`src/rtl/pipe_id_exe_issue_if.sv`:
```
// ID/EXE issue bundle: decoded ID fields, EXE/MEM forwarding taps,
// registered EXE operands, IF/ID write enable and performance counters.
interface pipe_id_exe_issue_if #(
  parameter int CNT_W = 32
);
  // ID stage inputs
  logic [4:0]       drs, drt, drn;
  logic             duse_rs, duse_rt;
  logic [31:0]      qa, qb, dimm, dpc4;
  logic [3:0]       daluc;
  logic             daluimm, dshift, djal, dwreg, dm2reg, dwmem;
  logic             flush;
  // EXE / MEM forwarding taps
  logic [4:0]       ern, mrn;
  logic [31:0]      ealu, malu, mmo;
  logic             mwreg, mm2reg;
  // Registered EXE bundle
  logic [31:0]      ea, eb, eimm, epc4;
  logic [3:0]       ealuc;
  logic [4:0]       ern0;
  logic             ealuimm, eshift, ejal, ewreg, em2reg, ewmem;
  // Hazard / statistics
  logic             wpcir;
  logic [CNT_W-1:0] stall_cnt, flush_cnt;

  // Producer side (ID stage, pipeline taps) drives decoded fields, consumes EXE bundle
  modport master (
    output drs, drt, drn, duse_rs, duse_rt, qa, qb, dimm, dpc4, daluc,
           daluimm, dshift, djal, dwreg, dm2reg, dwmem, flush,
           ern, mrn, ealu, malu, mmo, mwreg, mm2reg,
    input  ea, eb, eimm, epc4, ealuc, ern0, ealuimm, eshift, ejal, ewreg,
           em2reg, ewmem, wpcir, stall_cnt, flush_cnt
  );

  // Issue stage side
  modport slave (
    input  drs, drt, drn, duse_rs, duse_rt, qa, qb, dimm, dpc4, daluc,
           daluimm, dshift, djal, dwreg, dm2reg, dwmem, flush,
           ern, mrn, ealu, malu, mmo, mwreg, mm2reg,
    output ea, eb, eimm, epc4, ealuc, ern0, ealuimm, eshift, ejal, ewreg,
           em2reg, ewmem, wpcir, stall_cnt, flush_cnt
  );
endinterface

```
`src/rtl/pipe_id_exe_issue.sv`:
```
// ID->EXE issue stage: ID/EXE pipeline register with EXE/MEM operand
// forwarding, load-use hazard detection (bubble + IF/ID stall), and
// saturating stall/flush counters.
module pipe_id_exe_issue #(
  parameter int CNT_W = 32
) (
  input logic               clock,
  input logic               reset,
  pipe_id_exe_issue_if.slave bus
);

  logic [31:0]      ea_q, ea_d, eb_q, eb_d, eimm_q, eimm_d, epc4_q, epc4_d;
  logic [3:0]       ealuc_q, ealuc_d;
  logic [4:0]       ern0_q, ern0_d;
  logic             ealuimm_q, ealuimm_d, eshift_q, eshift_d, ejal_q, ejal_d;
  logic             ewreg_q, ewreg_d, em2reg_q, em2reg_d, ewmem_q, ewmem_d;
  logic [CNT_W-1:0] stall_cnt_q, stall_cnt_d, flush_cnt_q, flush_cnt_d;

  logic [1:0][4:0]  src_sel;
  logic [1:0][31:0] rf_val;
  logic [1:0][31:0] fwd_val;
  logic             stall;

  assign src_sel[0] = bus.drs;
  assign src_sel[1] = bus.drt;
  assign rf_val[0]  = bus.qa;
  assign rf_val[1]  = bus.qb;

  // Per-operand forwarding: the EXE ALU result is newest, then MEM (load data
  // or ALU result), else the register file. r0 is never forwarded. A load in
  // EXE cannot forward yet; that case is caught by the stall logic.
  for (genvar gi = 0; gi < 2; gi++) begin : g_fwd
    logic hit_e, hit_m;
    assign hit_e = ewreg_q & ~em2reg_q & (bus.ern != 5'd0) & (bus.ern == src_sel[gi]);
    assign hit_m = bus.mwreg & (bus.mrn != 5'd0) & (bus.mrn == src_sel[gi]);
    assign fwd_val[gi] = hit_e ? bus.ealu :
                         hit_m ? (bus.mm2reg ? bus.mmo : bus.malu) :
                         rf_val[gi];
  end

  // Load in EXE whose destination is read by the ID instruction
  assign stall = ewreg_q & em2reg_q & (bus.ern != 5'd0) &
                 ((bus.duse_rs & (bus.ern == bus.drs)) |
                  (bus.duse_rt & (bus.ern == bus.drt)));

  // Next-state: flush beats stall beats normal issue; bubbles zero everything
  always_comb begin
    ea_d        = '0;
    eb_d        = '0;
    eimm_d      = '0;
    epc4_d      = '0;
    ealuc_d     = '0;
    ern0_d      = '0;
    ealuimm_d   = 1'b0;
    eshift_d    = 1'b0;
    ejal_d      = 1'b0;
    ewreg_d     = 1'b0;
    em2reg_d    = 1'b0;
    ewmem_d     = 1'b0;
    stall_cnt_d = stall_cnt_q;
    flush_cnt_d = flush_cnt_q;
    if (bus.flush) begin
      if (flush_cnt_q != '1) flush_cnt_d = flush_cnt_q + 1'b1;
    end else if (stall) begin
      if (stall_cnt_q != '1) stall_cnt_d = stall_cnt_q + 1'b1;
    end else begin
      ea_d      = fwd_val[0];
      eb_d      = fwd_val[1];
      eimm_d    = bus.dimm;
      epc4_d    = bus.dpc4;
      ealuc_d   = bus.daluc;
      ern0_d    = bus.drn;
      ealuimm_d = bus.daluimm;
      eshift_d  = bus.dshift;
      ejal_d    = bus.djal;
      ewreg_d   = bus.dwreg;
      em2reg_d  = bus.dm2reg;
      ewmem_d   = bus.dwmem;
    end
  end

  // ID/EXE pipeline register and counters, cleared immediately on reset
  always_ff @(posedge clock or posedge reset) begin
    if (reset) begin
      ea_q        <= '0;
      eb_q        <= '0;
      eimm_q      <= '0;
      epc4_q      <= '0;
      ealuc_q     <= '0;
      ern0_q      <= '0;
      ealuimm_q   <= 1'b0;
      eshift_q    <= 1'b0;
      ejal_q      <= 1'b0;
      ewreg_q     <= 1'b0;
      em2reg_q    <= 1'b0;
      ewmem_q     <= 1'b0;
      stall_cnt_q <= '0;
      flush_cnt_q <= '0;
    end else begin
      ea_q        <= ea_d;
      eb_q        <= eb_d;
      eimm_q      <= eimm_d;
      epc4_q      <= epc4_d;
      ealuc_q     <= ealuc_d;
      ern0_q      <= ern0_d;
      ealuimm_q   <= ealuimm_d;
      eshift_q    <= eshift_d;
      ejal_q      <= ejal_d;
      ewreg_q     <= ewreg_d;
      em2reg_q    <= em2reg_d;
      ewmem_q     <= ewmem_d;
      stall_cnt_q <= stall_cnt_d;
      flush_cnt_q <= flush_cnt_d;
    end
  end

  assign bus.ea        = ea_q;
  assign bus.eb        = eb_q;
  assign bus.eimm      = eimm_q;
  assign bus.epc4      = epc4_q;
  assign bus.ealuc     = ealuc_q;
  assign bus.ern0      = ern0_q;
  assign bus.ealuimm   = ealuimm_q;
  assign bus.eshift    = eshift_q;
  assign bus.ejal      = ejal_q;
  assign bus.ewreg     = ewreg_q;
  assign bus.em2reg    = em2reg_q;
  assign bus.ewmem     = ewmem_q;
  assign bus.wpcir     = ~stall;
  assign bus.stall_cnt = stall_cnt_q;
  assign bus.flush_cnt = flush_cnt_q;

endmodule

```
`src/flat_wrapper.sv`:
```
// flat-port wrapper written by rule: the top's interface ports become plain ports
module pipe_id_exe_issue_flat 
#(
  parameter int CNT_W = 32
)
  (clock, reset, bus_drs, bus_drt, bus_drn, bus_duse_rs, bus_duse_rt, bus_qa, bus_qb, bus_dimm, bus_dpc4, bus_daluc, bus_daluimm, bus_dshift, bus_djal, bus_dwreg, bus_dm2reg, bus_dwmem, bus_flush, bus_ern, bus_mrn, bus_ealu, bus_malu, bus_mmo, bus_mwreg, bus_mm2reg, bus_ea, bus_eb, bus_eimm, bus_epc4, bus_ealuc, bus_ern0, bus_ealuimm, bus_eshift, bus_ejal, bus_ewreg, bus_em2reg, bus_ewmem, bus_wpcir, bus_stall_cnt, bus_flush_cnt);
  pipe_id_exe_issue_if #(.CNT_W(CNT_W)) bus_i ();
  input logic clock;
  input logic reset;
  input wire logic [$bits(bus_i.drs)-1:0] bus_drs;
  input wire logic [$bits(bus_i.drt)-1:0] bus_drt;
  input wire logic [$bits(bus_i.drn)-1:0] bus_drn;
  input wire logic [$bits(bus_i.duse_rs)-1:0] bus_duse_rs;
  input wire logic [$bits(bus_i.duse_rt)-1:0] bus_duse_rt;
  input wire logic [$bits(bus_i.qa)-1:0] bus_qa;
  input wire logic [$bits(bus_i.qb)-1:0] bus_qb;
  input wire logic [$bits(bus_i.dimm)-1:0] bus_dimm;
  input wire logic [$bits(bus_i.dpc4)-1:0] bus_dpc4;
  input wire logic [$bits(bus_i.daluc)-1:0] bus_daluc;
  input wire logic [$bits(bus_i.daluimm)-1:0] bus_daluimm;
  input wire logic [$bits(bus_i.dshift)-1:0] bus_dshift;
  input wire logic [$bits(bus_i.djal)-1:0] bus_djal;
  input wire logic [$bits(bus_i.dwreg)-1:0] bus_dwreg;
  input wire logic [$bits(bus_i.dm2reg)-1:0] bus_dm2reg;
  input wire logic [$bits(bus_i.dwmem)-1:0] bus_dwmem;
  input wire logic [$bits(bus_i.flush)-1:0] bus_flush;
  input wire logic [$bits(bus_i.ern)-1:0] bus_ern;
  input wire logic [$bits(bus_i.mrn)-1:0] bus_mrn;
  input wire logic [$bits(bus_i.ealu)-1:0] bus_ealu;
  input wire logic [$bits(bus_i.malu)-1:0] bus_malu;
  input wire logic [$bits(bus_i.mmo)-1:0] bus_mmo;
  input wire logic [$bits(bus_i.mwreg)-1:0] bus_mwreg;
  input wire logic [$bits(bus_i.mm2reg)-1:0] bus_mm2reg;
  output wire logic [$bits(bus_i.ea)-1:0] bus_ea;
  output wire logic [$bits(bus_i.eb)-1:0] bus_eb;
  output wire logic [$bits(bus_i.eimm)-1:0] bus_eimm;
  output wire logic [$bits(bus_i.epc4)-1:0] bus_epc4;
  output wire logic [$bits(bus_i.ealuc)-1:0] bus_ealuc;
  output wire logic [$bits(bus_i.ern0)-1:0] bus_ern0;
  output wire logic [$bits(bus_i.ealuimm)-1:0] bus_ealuimm;
  output wire logic [$bits(bus_i.eshift)-1:0] bus_eshift;
  output wire logic [$bits(bus_i.ejal)-1:0] bus_ejal;
  output wire logic [$bits(bus_i.ewreg)-1:0] bus_ewreg;
  output wire logic [$bits(bus_i.em2reg)-1:0] bus_em2reg;
  output wire logic [$bits(bus_i.ewmem)-1:0] bus_ewmem;
  output wire logic [$bits(bus_i.wpcir)-1:0] bus_wpcir;
  output wire logic [$bits(bus_i.stall_cnt)-1:0] bus_stall_cnt;
  output wire logic [$bits(bus_i.flush_cnt)-1:0] bus_flush_cnt;
  assign bus_i.drs = bus_drs;
  assign bus_i.drt = bus_drt;
  assign bus_i.drn = bus_drn;
  assign bus_i.duse_rs = bus_duse_rs;
  assign bus_i.duse_rt = bus_duse_rt;
  assign bus_i.qa = bus_qa;
  assign bus_i.qb = bus_qb;
  assign bus_i.dimm = bus_dimm;
  assign bus_i.dpc4 = bus_dpc4;
  assign bus_i.daluc = bus_daluc;
  assign bus_i.daluimm = bus_daluimm;
  assign bus_i.dshift = bus_dshift;
  assign bus_i.djal = bus_djal;
  assign bus_i.dwreg = bus_dwreg;
  assign bus_i.dm2reg = bus_dm2reg;
  assign bus_i.dwmem = bus_dwmem;
  assign bus_i.flush = bus_flush;
  assign bus_i.ern = bus_ern;
  assign bus_i.mrn = bus_mrn;
  assign bus_i.ealu = bus_ealu;
  assign bus_i.malu = bus_malu;
  assign bus_i.mmo = bus_mmo;
  assign bus_i.mwreg = bus_mwreg;
  assign bus_i.mm2reg = bus_mm2reg;
  assign bus_ea = bus_i.ea;
  assign bus_eb = bus_i.eb;
  assign bus_eimm = bus_i.eimm;
  assign bus_epc4 = bus_i.epc4;
  assign bus_ealuc = bus_i.ealuc;
  assign bus_ern0 = bus_i.ern0;
  assign bus_ealuimm = bus_i.ealuimm;
  assign bus_eshift = bus_i.eshift;
  assign bus_ejal = bus_i.ejal;
  assign bus_ewreg = bus_i.ewreg;
  assign bus_em2reg = bus_i.em2reg;
  assign bus_ewmem = bus_i.ewmem;
  assign bus_wpcir = bus_i.wpcir;
  assign bus_stall_cnt = bus_i.stall_cnt;
  assign bus_flush_cnt = bus_i.flush_cnt;
  pipe_id_exe_issue #(.CNT_W(CNT_W)) u_core (.clock(clock), .reset(reset), .bus(bus_i));
endmodule
```
`config.mk`:
```
export PLATFORM = sky130hd
export DESIGN_NAME = pipe_id_exe_issue_flat
export DESIGN_NICKNAME = d
export VERILOG_FILES = /design/src/rtl/pipe_id_exe_issue_if.sv /design/src/rtl/pipe_id_exe_issue.sv /design/src/flat_wrapper.sv
export SDC_FILE = /design/constraint.sdc
export NUM_CORES = 1
export LEC_CHECK = 0
export ABC_AREA = 1
export CORE_AREA = 2 2 184 186
export CTS_CLUSTER_DIAMETER = 40
export DETAILED_ROUTE_END_ITERATION = 12
export DIE_AREA = 0 0 186 188
export GPL_TIMING_DRIVEN = 0
export PLACE_DENSITY = 0.81
export SETUP_SLACK_MARGIN = 0.2
export SYNTH_ARGS = -nofsm -noshare
export SYNTH_HDL_FRONTEND = slang
export SYNTH_SLANG_ARGS = --single-unit
```
`constraint.sdc`:
```
create_clock -name clock -period 16.7 [get_ports clock]
set_input_delay 5.01 -clock clock [delete_from_list [all_inputs] [get_ports clock]]
set_output_delay 5.01 -clock clock [all_outputs]
set_load 0.02 [all_outputs]
```
==> flow_summary.toml, run 1 <==
[status]
status = "finished, final reports clean"

[place]
gp_congestion = 0.9620
port_buffers = 472
dpl.cell_count = 2729
dpl.hpwl_um = 36910
dpl_cell_area_mm2 = 0.01767
preCtsSetupSlack_ps = 4274

[floorplan]
io_pins = 474
core_area_mm2 = 0.03311
rows = 67
fp.dieW_um = 186
initial_core_util_pct = 37.31
dieArea_mm2 = 0.03497
die-height_um = 188

[yosys]
yosysSeqAreaShare_pct = 41.93
synth_area_mm2 = 0.01235
synth_cells = 1808
synth_cell_types = 31
yosys.area.top_type_share_pct = 41.93
synth_ff_type = "dfrtp_1"
synth-edff-count = 0
synth_area_leader_cell = "dfrtp_1"
ys.warnings.count = 0
syn_nets = 2076
ys_async_sr_fraction_pct = 100.0
synth_seq_cells = 207
syn_area_per_cell_um2 = 6.832
synth_area_leaders = "dfrtp_1, nand2_1, nor2_1"

[layout]
areaGrowthSynthToFinish_pct = 54.38
final_common_cell = "nand2_1"
finish.utilization_pct = 57.59
layout_common_cells = "nand2_1, clkdlybuf4s50_1, nor2_1"
drive_above_1_share_pct = 7.489
finalInstanceArea_mm2 = 0.01907
finalNetCount = 2589
instances_no_fill = 2799

[timing]
slew_viol_final = 0
final_hold_viol_count = 0
tns_ps = 0
fin_crit_ps = 12430
fmax_ghz = 0.08045
setup_viol = 0
fin_crit_sh_pct = 74.43
timing_worst_slew_pin_value_ps = 780.2
fin_worst_skew_ps = 21.21
max_slew_margin_pct = 47.98
fin_ws_ps = 4270
rsz0062_at_grt = "false"

[critical_path]
cp_data_required_time_ps = 11690
rrSetupSlack_ps = 14530
path_max_fanout = 10
crit_path_end = "bus_wpcir"
r2r_cells = 11
cp-end-kind = "output pin"
cp-start-kind = "input pin"
crit_start = "bus_ern[2]"
r2r_start = "u_core.bus.flush_cnt[0]"
r2r-end = "u_core.bus.flush_cnt[12]"
critical_path_class = "in -> out"
cp.arrival_ps = 7420

[grt]
grt_pass1_wl_um = 72350
gr-max-usage-layer = "met2"
grt_use_met3_pct = 5.788
grt_overflow = 0
antenna_found_initial = 1
grt_pass1_vias = 13390
grt_usage_pct = 26.64
grtUsageMet2_pct = 45.82
grtUsageMet1_pct = 31.91
grt_max_degree = 108

[clocking]
tritoncts = "done"
ctsLongestPathBuffers = 3
cts.clk_slew.worst_paths_ps = 50
numCtsBuffers = 38
cts-root-buf = "clkbuf_16"
cts_resized = 0
cts_setup_buffers = 0
clkSinkCount = 207
postCtsHoldBufs = 0
cts_max_level = 2
clk_latency_ps = 520

[detailed_routing]
wl_per_cell_um = 16.82
vias = 13570
drt_first_pass_iters = 7
drc = 0
post_drt_via_cell_ratio = 4.847
route.final.wire_length_um = 47090
drt_iter0_markers = 896
ant_nets = 0

[flow_run]
timing.max_cap.violations = 0

[power]
power.switching_w = 0.0004739
switching_share_pct = 27.88
p_int_w = 0.001226
leakage_nw = 9.601
comb_power_share_pct = 18.2
clock_power_share_pct = 49.3
seqPwrFrac_pct = 32.5
peakVddDrop_v = 0.00006860
pwr_density_cell_mw_per_mm2 = 89.14

[worst_hold_path]
hold_path.class = "reg -> reg"
## power by group through the flow
stage,Clock [W],Combinational [W],Sequential (W)
2_1_floorplan,0,0.000105,0.000593
3_3_place_gp,0,0.000303,0.000561
3_5_place_dp,0,0.000308,0.000561
4_1_cts,0.000851,0.000310,0.000553
5_1_grt,0.000873,0.000333,0.000556
6_report,0.000838,0.000309,0.000553
## how the worst min path moves through the flow
stage | to | slack [ps] | depth (start not counted) | startpoint
finish | u_core.bus.flush_cnt[27] | 560 | 2 | u_core.bus.flush_cnt[27]
detailed placement | u_core.bus.flush_cnt[27] | 540 | 2 | u_core.bus.flush_cnt[27]
global placement | u_core.bus.flush_cnt[27] | 530 | 2 | u_core.bus.flush_cnt[27]
global route | u_core.bus.stall_cnt[11] | 610 | 2 | u_core.bus.stall_cnt[11]
floorplan | u_core.bus.flush_cnt[9] | 620 | 2 | u_core.bus.flush_cnt[9]
CTS | u_core.bus.flush_cnt[27] | 550 | 2 | u_core.bus.flush_cnt[27]
## critical path, cell delays in order
cell and delay (ps):
clkdlybuf4s50_1 540, inv_2 60, nand2_1 50, nand2_1 90
nor2_4 240, nand4_1 140, nand2_2 220, nand2_1 140
buf_6 180, buf_6 150, clkdlybuf4s50_1 580
## layer usage
metal,routed length (µm),vias to the layer above
met2,23140,637
li1,-,6540
met1,18350,6255
met3,3602,135
met5,0,-
met4,1993,0
## cell usage after synthesis (2+ instances only)
cell type and count:
a21boi_1 3, buf_4 2, o21ai_1 7, o21ai_0 14, inv_2 6, nor2_1 343
nor2_4 3, nand2_2 3, xnor2_1 14, nand2_1 543, ha_1 2, buf_1 9
mux2_2 32, clkbuf_1 24, nor2_2 6, nor3_1 7, buf_2 38, a21boi_0 29
nand4_1 69, buf_6 12, xor2_1 21, nand3_1 130, nand3b_1 7, dfrtp_1 207
clkinv_1 2, inv_1 270
## layout make-up
class	count	area, µm²
antenna	1	2.502
buffer	85	464.2
clock buffer	44	1045
clock inverter	25	350.3
fill	2942	14040
inverter	278	1051
multi-input combinational	1238	5665
sequential	207	5180
tap	448	560.5
timing repair buffer	473	4752
## stage by stage
| stage | hold slack, ps | total power [W] |
|---|---|---|
| final | 555.4 | 0.001700 |
| after global routing | 610.7 | 0.001762 |
| after CTS | 553.6 | 0.001713 |
| after detailed placement | 540.7 | 0.0008684 |
| after global placement | 531.2 | 0.0008636 |
| after floorplan | 619.0 | 0.0006980 |
## logic make-up (layout without fill, tap and decap cells)
logic type,after synthesis,in the layout,share of synthesized area (%)
DFF,207,207,41.93
buffers and inverters,363,905,12.20
xor gates and xnor gates,35,35,2.482
and+or+nand+nor,1115,1115,37.39
AOI/OAI and AO/OA,54,54,2.866
muxes,32,32,2.917
other,0,1,0
adders and majority gates,2,2,0.2025
## registers in the layout, indices dropped and copies added (netlist names)
name	cells
u_core.bus.eshift	1
u_core.bus.ewmem	1
u_core.bus.stall_cnt	32
u_core.bus.em2reg	1
u_core.bus.epc4	32
u_core.bus.ewreg	1
u_core.bus.ejal	1
u_core.bus.eimm	32
u_core.bus.ern0	5
u_core.bus.eb	32
u_core.bus.ealuimm	1
u_core.bus.flush_cnt	32
u_core.bus.ea	32
u_core.bus.ealuc	4
(Power assumes the default switching activity.)
==> run 2, diff against run 1 <==
--- a/config.mk
+++ b/config.mk
@@ -6,12 +6,12 @@
 export NUM_CORES = 1
 export LEC_CHECK = 0
 export ABC_AREA = 1
-export CORE_AREA = 2 2 184 186
+export CORE_AREA = 2 2 182 184
 export CTS_CLUSTER_DIAMETER = 40
 export DETAILED_ROUTE_END_ITERATION = 12
-export DIE_AREA = 0 0 186 188
+export DIE_AREA = 0 0 184 186
 export GPL_TIMING_DRIVEN = 0
-export PLACE_DENSITY = 0.81
+export PLACE_DENSITY = 0.85
 export SETUP_SLACK_MARGIN = 0.2
 export SYNTH_ARGS = -nofsm -noshare
 export SYNTH_HDL_FRONTEND = slang
==> constraint.sdc (replaced) <==
create_clock -name clock -period 11.1 [get_ports clock]
set_input_delay 3.33 -clock clock [delete_from_list [all_inputs] [get_ports clock]]
set_output_delay 3.33 -clock clock [all_outputs]
set_load 0.02 [all_outputs]
==> flow_summary.toml, run 2 (synthesis gave the netlist of run 1 again) <==
[status]
status = "finished, final reports clean"

[timing]
fin_crit_ps = 9216
slew_viol_final = 0
max_slew_margin_pct = 51.03
tns_ps = 0
fin_crit_sh_pct = 83.03
fmax_ghz = 0.1085
timing_worst_slew_pin_value_ps = 734.5
setup_viol = 0
rsz0062_at_grt = "false"
fin_worst_skew_ps = 20.63
final_hold_viol_count = 0

[detailed_routing]
drt_iter0_markers = 939
wl_per_cell_um = 17.26
route.final.wire_length_um = 47510
drc = 0
drt_first_pass_iters = 5
vias = 13540
met3_length_um = 3707
wl_met2_um = 23730
ant_nets = 0
highest_layer = "met4"
wl_met1_um = 18350
post_drt_via_cell_ratio = 4.918

[critical_path]
r2r_cells = 11
path_cells = "clkdlybuf4s50_1 -> nor2_1 -> nand3_1 -> nand3_1 -> clkinv_1 -> nand2_1 -> buf_6 -> buf_6 -> clkdlybuf4s50_1"
max_stage_delay_ps = 690
r2r-end = "u_core.bus.flush_cnt[18]"
rrSetupSlack_ps = 8900
path_buf_inv = 5
critPathTopFamily = "buffers and inverters"
path_max_fanout = 10
cp.arrival_ps = 5890
r2r_start = "u_core.bus.flush_cnt[0]"
critical_path_class = "in -> out"
cp_data_required_time_ps = 7770
cp-start-kind = "input pin"
cp_slowest_cell = "clkdlybuf4s50_1"
cp-end-kind = "output pin"

[floorplan]
rows = 66
dieArea_mm2 = 0.03422
die-height_um = 186
core_area_mm2 = 0.03221
initial_core_util_pct = 38.36
io_pins = 474
fp.dieW_um = 184

[worst_hold_path]
min-delay-start = "u_core.bus.flush_cnt[20]"
min_to = "u_core.bus.flush_cnt[20]"
hold_path.class = "reg -> reg"
hold_path_depth = 2

[place]
port_buffers = 472
dpl_cell_area_mm2 = 0.01762
gp_congestion = 0.9761
dpl.hpwl_um = 36940

[clocking]
cts-root-buf = "clkbuf_16"
clkSinkCount = 207
cts_max_level = 2
cts_setup_buffers = 0
cts.clk_slew.worst_paths_ps = 50
cts_resized = 0
clk_latency_ps = 530
ctsLongestPathBuffers = 3
tritoncts = "done"
postCtsHoldBufs = 0
numCtsBuffers = 36

[layout]
drive_above_1_share_pct = 7.249
finalNetCount = 2587
final_common_cell = "nand2_1"
finalInstanceArea_mm2 = 0.01884
diodes = 0
layout_common_cells = "nand2_1, clkdlybuf4s50_1, nor2_1"
areaGrowthSynthToFinish_pct = 52.50
fillers = 2889

[grt]
grt_max_degree = 126
grt_pass1_wl_um = 71870
grt_pass1_vias = 13380
antenna_found_initial = 0
grt_overflow = 0
grt_usage_pct = 27.03

[power]
leakage_nw = 9.512
power_w = 0.002404
pwr_density_cell_mw_per_mm2 = 127.6
peakVddDrop_v = 0.00008692

[flow_run]
timing.max_cap.violations = 0
-- run 2: cell types whose count changed in the layout (fill, tap and decap cells not counted), sizes merged --
cell	previous run	this run
bufinv	6	3
clkbuf	68	65
clkinv	5	12
clkinvlp	7	8
diode	1	0
inv	285	278
-- run 2: worst reg2reg max path, stage by stage, from the launching register on --
cell     delay, ps
dfrtp_1        470
ha_1           230
inv_1           90
nor2_2         200
nand2_1        160
nor2_2         200
nand2_1        110
nand2_4        140
inv_2          140
buf_4          210
nand2_1         90
nand2_1         50
-- run 2: routing by layer --
layer,vias to the layer above,global-route usage [%]
met5,-,0
met4,0,10.88
met3,108,5.870
met2,632,47.79
met1,6271,31.90
li1,6528,-
-- run 2: cell type report --
class | instances | area (µm²) | share of cell area (%)
Clock buffer | 41 | 959.7 | 5.094
Sequential cell | 207 | 5180 | 27.50
Clock inverter | 23 | 255.2 | 1.355
Tap cell | 408 | 510.5 | 2.710
Buffer | 85 | 464.2 | 2.464
Multi-Input combinational cell | 1238 | 5665 | 30.07
Inverter | 278 | 1051 | 5.579
Timing Repair Buffer | 473 | 4752 | 25.23
-- run 2: worst max-delay path by stage --
stage,from,end,slack (ps),cells past startpoint
4_1_cts,bus_ern[0],bus_wpcir,1940,9
6_report,bus_ern[0],bus_wpcir,1880,9
3_5_place_dp,bus_ern[0],bus_wpcir,1980,9
5_1_grt,bus_ern[0],bus_wpcir,1830,9
3_3_place_gp,reset,u_core.bus.epc4[1],-800,2
2_1_floorplan,reset,u_core.bus.ea[0],2120,1
-- run 2: report_power, final --
| group | internal [W] | switching (W) |
|---|---|---|
| sequential | 0.000799 | 0.0000344 |
| combinational | 0.000218 | 0.000248 |
| clock | 0.000697 | 0.000406 |
-- run 2: stage by stage --
step / hold slack, ps / utilization, % / std cells / setup slack (ps)
CTS: 567.7 / 58.49 / 2753 / 1945
finish: 571.7 / 58.49 / 2753 / 1884
global placement: 539.8 / 54.61 / 2688 / -802.0
floorplan: 619.0 / - / 1808 / 2118
global route: 586.0 / 58.49 / 2753 / 1832
detailed placement: 556.4 / 54.72 / 2689 / 1979
==> run 3, diff against run 2 <==
==> constraint.sdc (replaced) <==
create_clock -name clock -period 7.53 [get_ports clock]
set_input_delay 2.259 -clock clock [delete_from_list [all_inputs] [get_ports clock]]
set_output_delay 2.259 -clock clock [all_outputs]
set_load 0.02 [all_outputs]
==> flow_summary.toml, run 3 (synthesis gave the netlist of run 1 again) <==
[critical_path]
r2r-end = "u_core.bus.flush_cnt[21]"
rrSetupSlack_ps = 5340
r2r_start = "u_core.bus.flush_cnt[0]"
cp-start-kind = "input pin"
cp_data_required_time_ps = 5270
path_max_fanout = 10
cp.arrival_ps = 4680
r2r_cells = 11
critical_path_class = "in -> out"
cp-end-kind = "output pin"

[floorplan]
rows = 66
dieArea_mm2 = 0.03422
die-height_um = 186
fp.dieW_um = 184
io_pins = 474
core_area_mm2 = 0.03221
initial_core_util_pct = 38.36

[power]
seqPwrFrac_pct = 34.0
clock_power_share_pct = 46.8
peakVddDrop_v = 0.0001143
switching_share_pct = 29.60
p_int_w = 0.002541
pwr_density_cell_mw_per_mm2 = 190.2
comb_power_share_pct = 19.2
leakage_nw = 9.595
power.switching_w = 0.001069

[clocking]
clk_latency_ps = 530
ctsLongestPathBuffers = 3
cts_max_level = 2
postCtsHoldBufs = 0
cts_setup_buffers = 0
numCtsBuffers = 39
cts-root-buf = "clkbuf_16"
clkSinkCount = 207
cts.clk_slew.worst_paths_ps = 50
cts_resized = 0
tritoncts = "done"

[timing]
fin_worst_skew_ps = 24.53
fmax_ghz = 0.1441
tns_ps = 0
fin_ws_ps = 588.2
hold_slack_ps = 557.7
setup_viol = 0
max_slew_margin_pct = 54.53
final_hold_viol_count = 0
timing_worst_slew_pin_value_ps = 679.6
fin_crit_sh_pct = 92.19
rsz0062_at_grt = "false"
fin_crit_ps = 6942
slew_viol_final = 0

[layout]
multi_input_area_mm2 = 0.005665
finish.utilization_pct = 58.92
drive_above_1_share_pct = 7.683
areaGrowthSynthToFinish_pct = 53.60
final_common_cell = "nand2_1"
finalNetCount = 2594
seq_area_mm2 = 0.005180
layout_common_cells = "nand2_1, clkdlybuf4s50_1, nor2_1"
fillers = 2812

[place]
preCtsSetupSlack_ps = 624.0
port_buffers = 472
dpl.hpwl_um = 37610
gp_congestion = 0.9607

[worst_hold_path]
hold_path_depth = 2
min_to = "u_core.bus.flush_cnt[15]"
min-delay-start = "u_core.bus.flush_cnt[15]"
hold_path.class = "reg -> reg"

[detailed_routing]
route.final.wire_length_um = 48210
drt_iter0_markers = 1170
post_drt_via_cell_ratio = 4.967
drt_first_pass_iters = 6
drc = 0
vias = 13730
wl_per_cell_um = 17.44
ant_nets = 0

[status]
status = "finished, final reports clean"

[flow_run]
timing.max_cap.violations = 0

[grt]
antenna_found_initial = 2
grt_overflow = 0
grt_usage_pct = 27.52
grt_pass1_vias = 13700
grt_max_degree = 45
grt_pass1_wl_um = 73460
-- run 3: critical path, cell delays in order --
cell             delay, ps
clkdlybuf4s50_1        510
nor2_1                 170
nand3_1                170
nand3_1                120
clkinv_1               220
nand2_1                200
buf_6                  190
buf_6                  160
clkdlybuf4s50_1        680
-- run 3: through the flow --
step / cells / power [W] / cell area, µm²
2_1_floorplan: 1808 / 0.001548 / 12360
3_3_place_gp: 2688 / 0.001915 / 17590
3_5_place_dp: 2693 / 0.001932 / 17690
4_1_cts: 2764 / 0.003634 / 18970
5_1_grt: 2765 / 0.003751 / 18970
6_report: 2765 / 0.003610 / 18970
-- run 3: routing by layer --
metal	share of wire, %	routed length, µm	vias up	track usage, %
li1	-	-	6550	-
met2	49	23580	711	47.56
met4	3.9	1895	0	11.52
met3	8.0	3853	122	5.772
met1	39	18880	6351	33.34
met5	0	0	-	0
-- run 3: worst max-delay path by stage --
stage	start	to	slack [ps]	depth (start not counted)
2_1_floorplan	bus_drs[4]	bus_wpcir	2100	7
3_3_place_gp	bus_ern[0]	bus_wpcir	630	9
3_5_place_dp	bus_ern[0]	bus_wpcir	620	9
4_1_cts	bus_ern[0]	bus_wpcir	610	9
5_1_grt	bus_ern[0]	bus_wpcir	480	9
6_report	bus_ern[0]	bus_wpcir	590	9
-- run 3: power by group through the flow --
stage          Clock [W]  Sequential, W  Combinational (W)
2_1_floorplan          0        0.00131           0.000234
3_3_place_gp           0        0.00124           0.000673
3_5_place_dp           0        0.00124           0.000688
4_1_cts          0.00172        0.00123           0.000693
5_1_grt          0.00177        0.00124           0.000746
6_report         0.00169        0.00123           0.000693
-- run 3: final cells by class --
| class | instances | share of cell area (%) |
|---|---|---|
| multi-input combinational | 1238 | 29.86 |
| sequential | 207 | 27.30 |
| timing repair buffer | 477 | 25.43 |
| inverter | 278 | 5.519 |
| clock buffer | 43 | 5.381 |
| tap | 408 | 2.690 |
| buffer | 85 | 2.446 |
| clock inverter | 28 | 1.365 |
| antenna | 1 | 0.01319 |
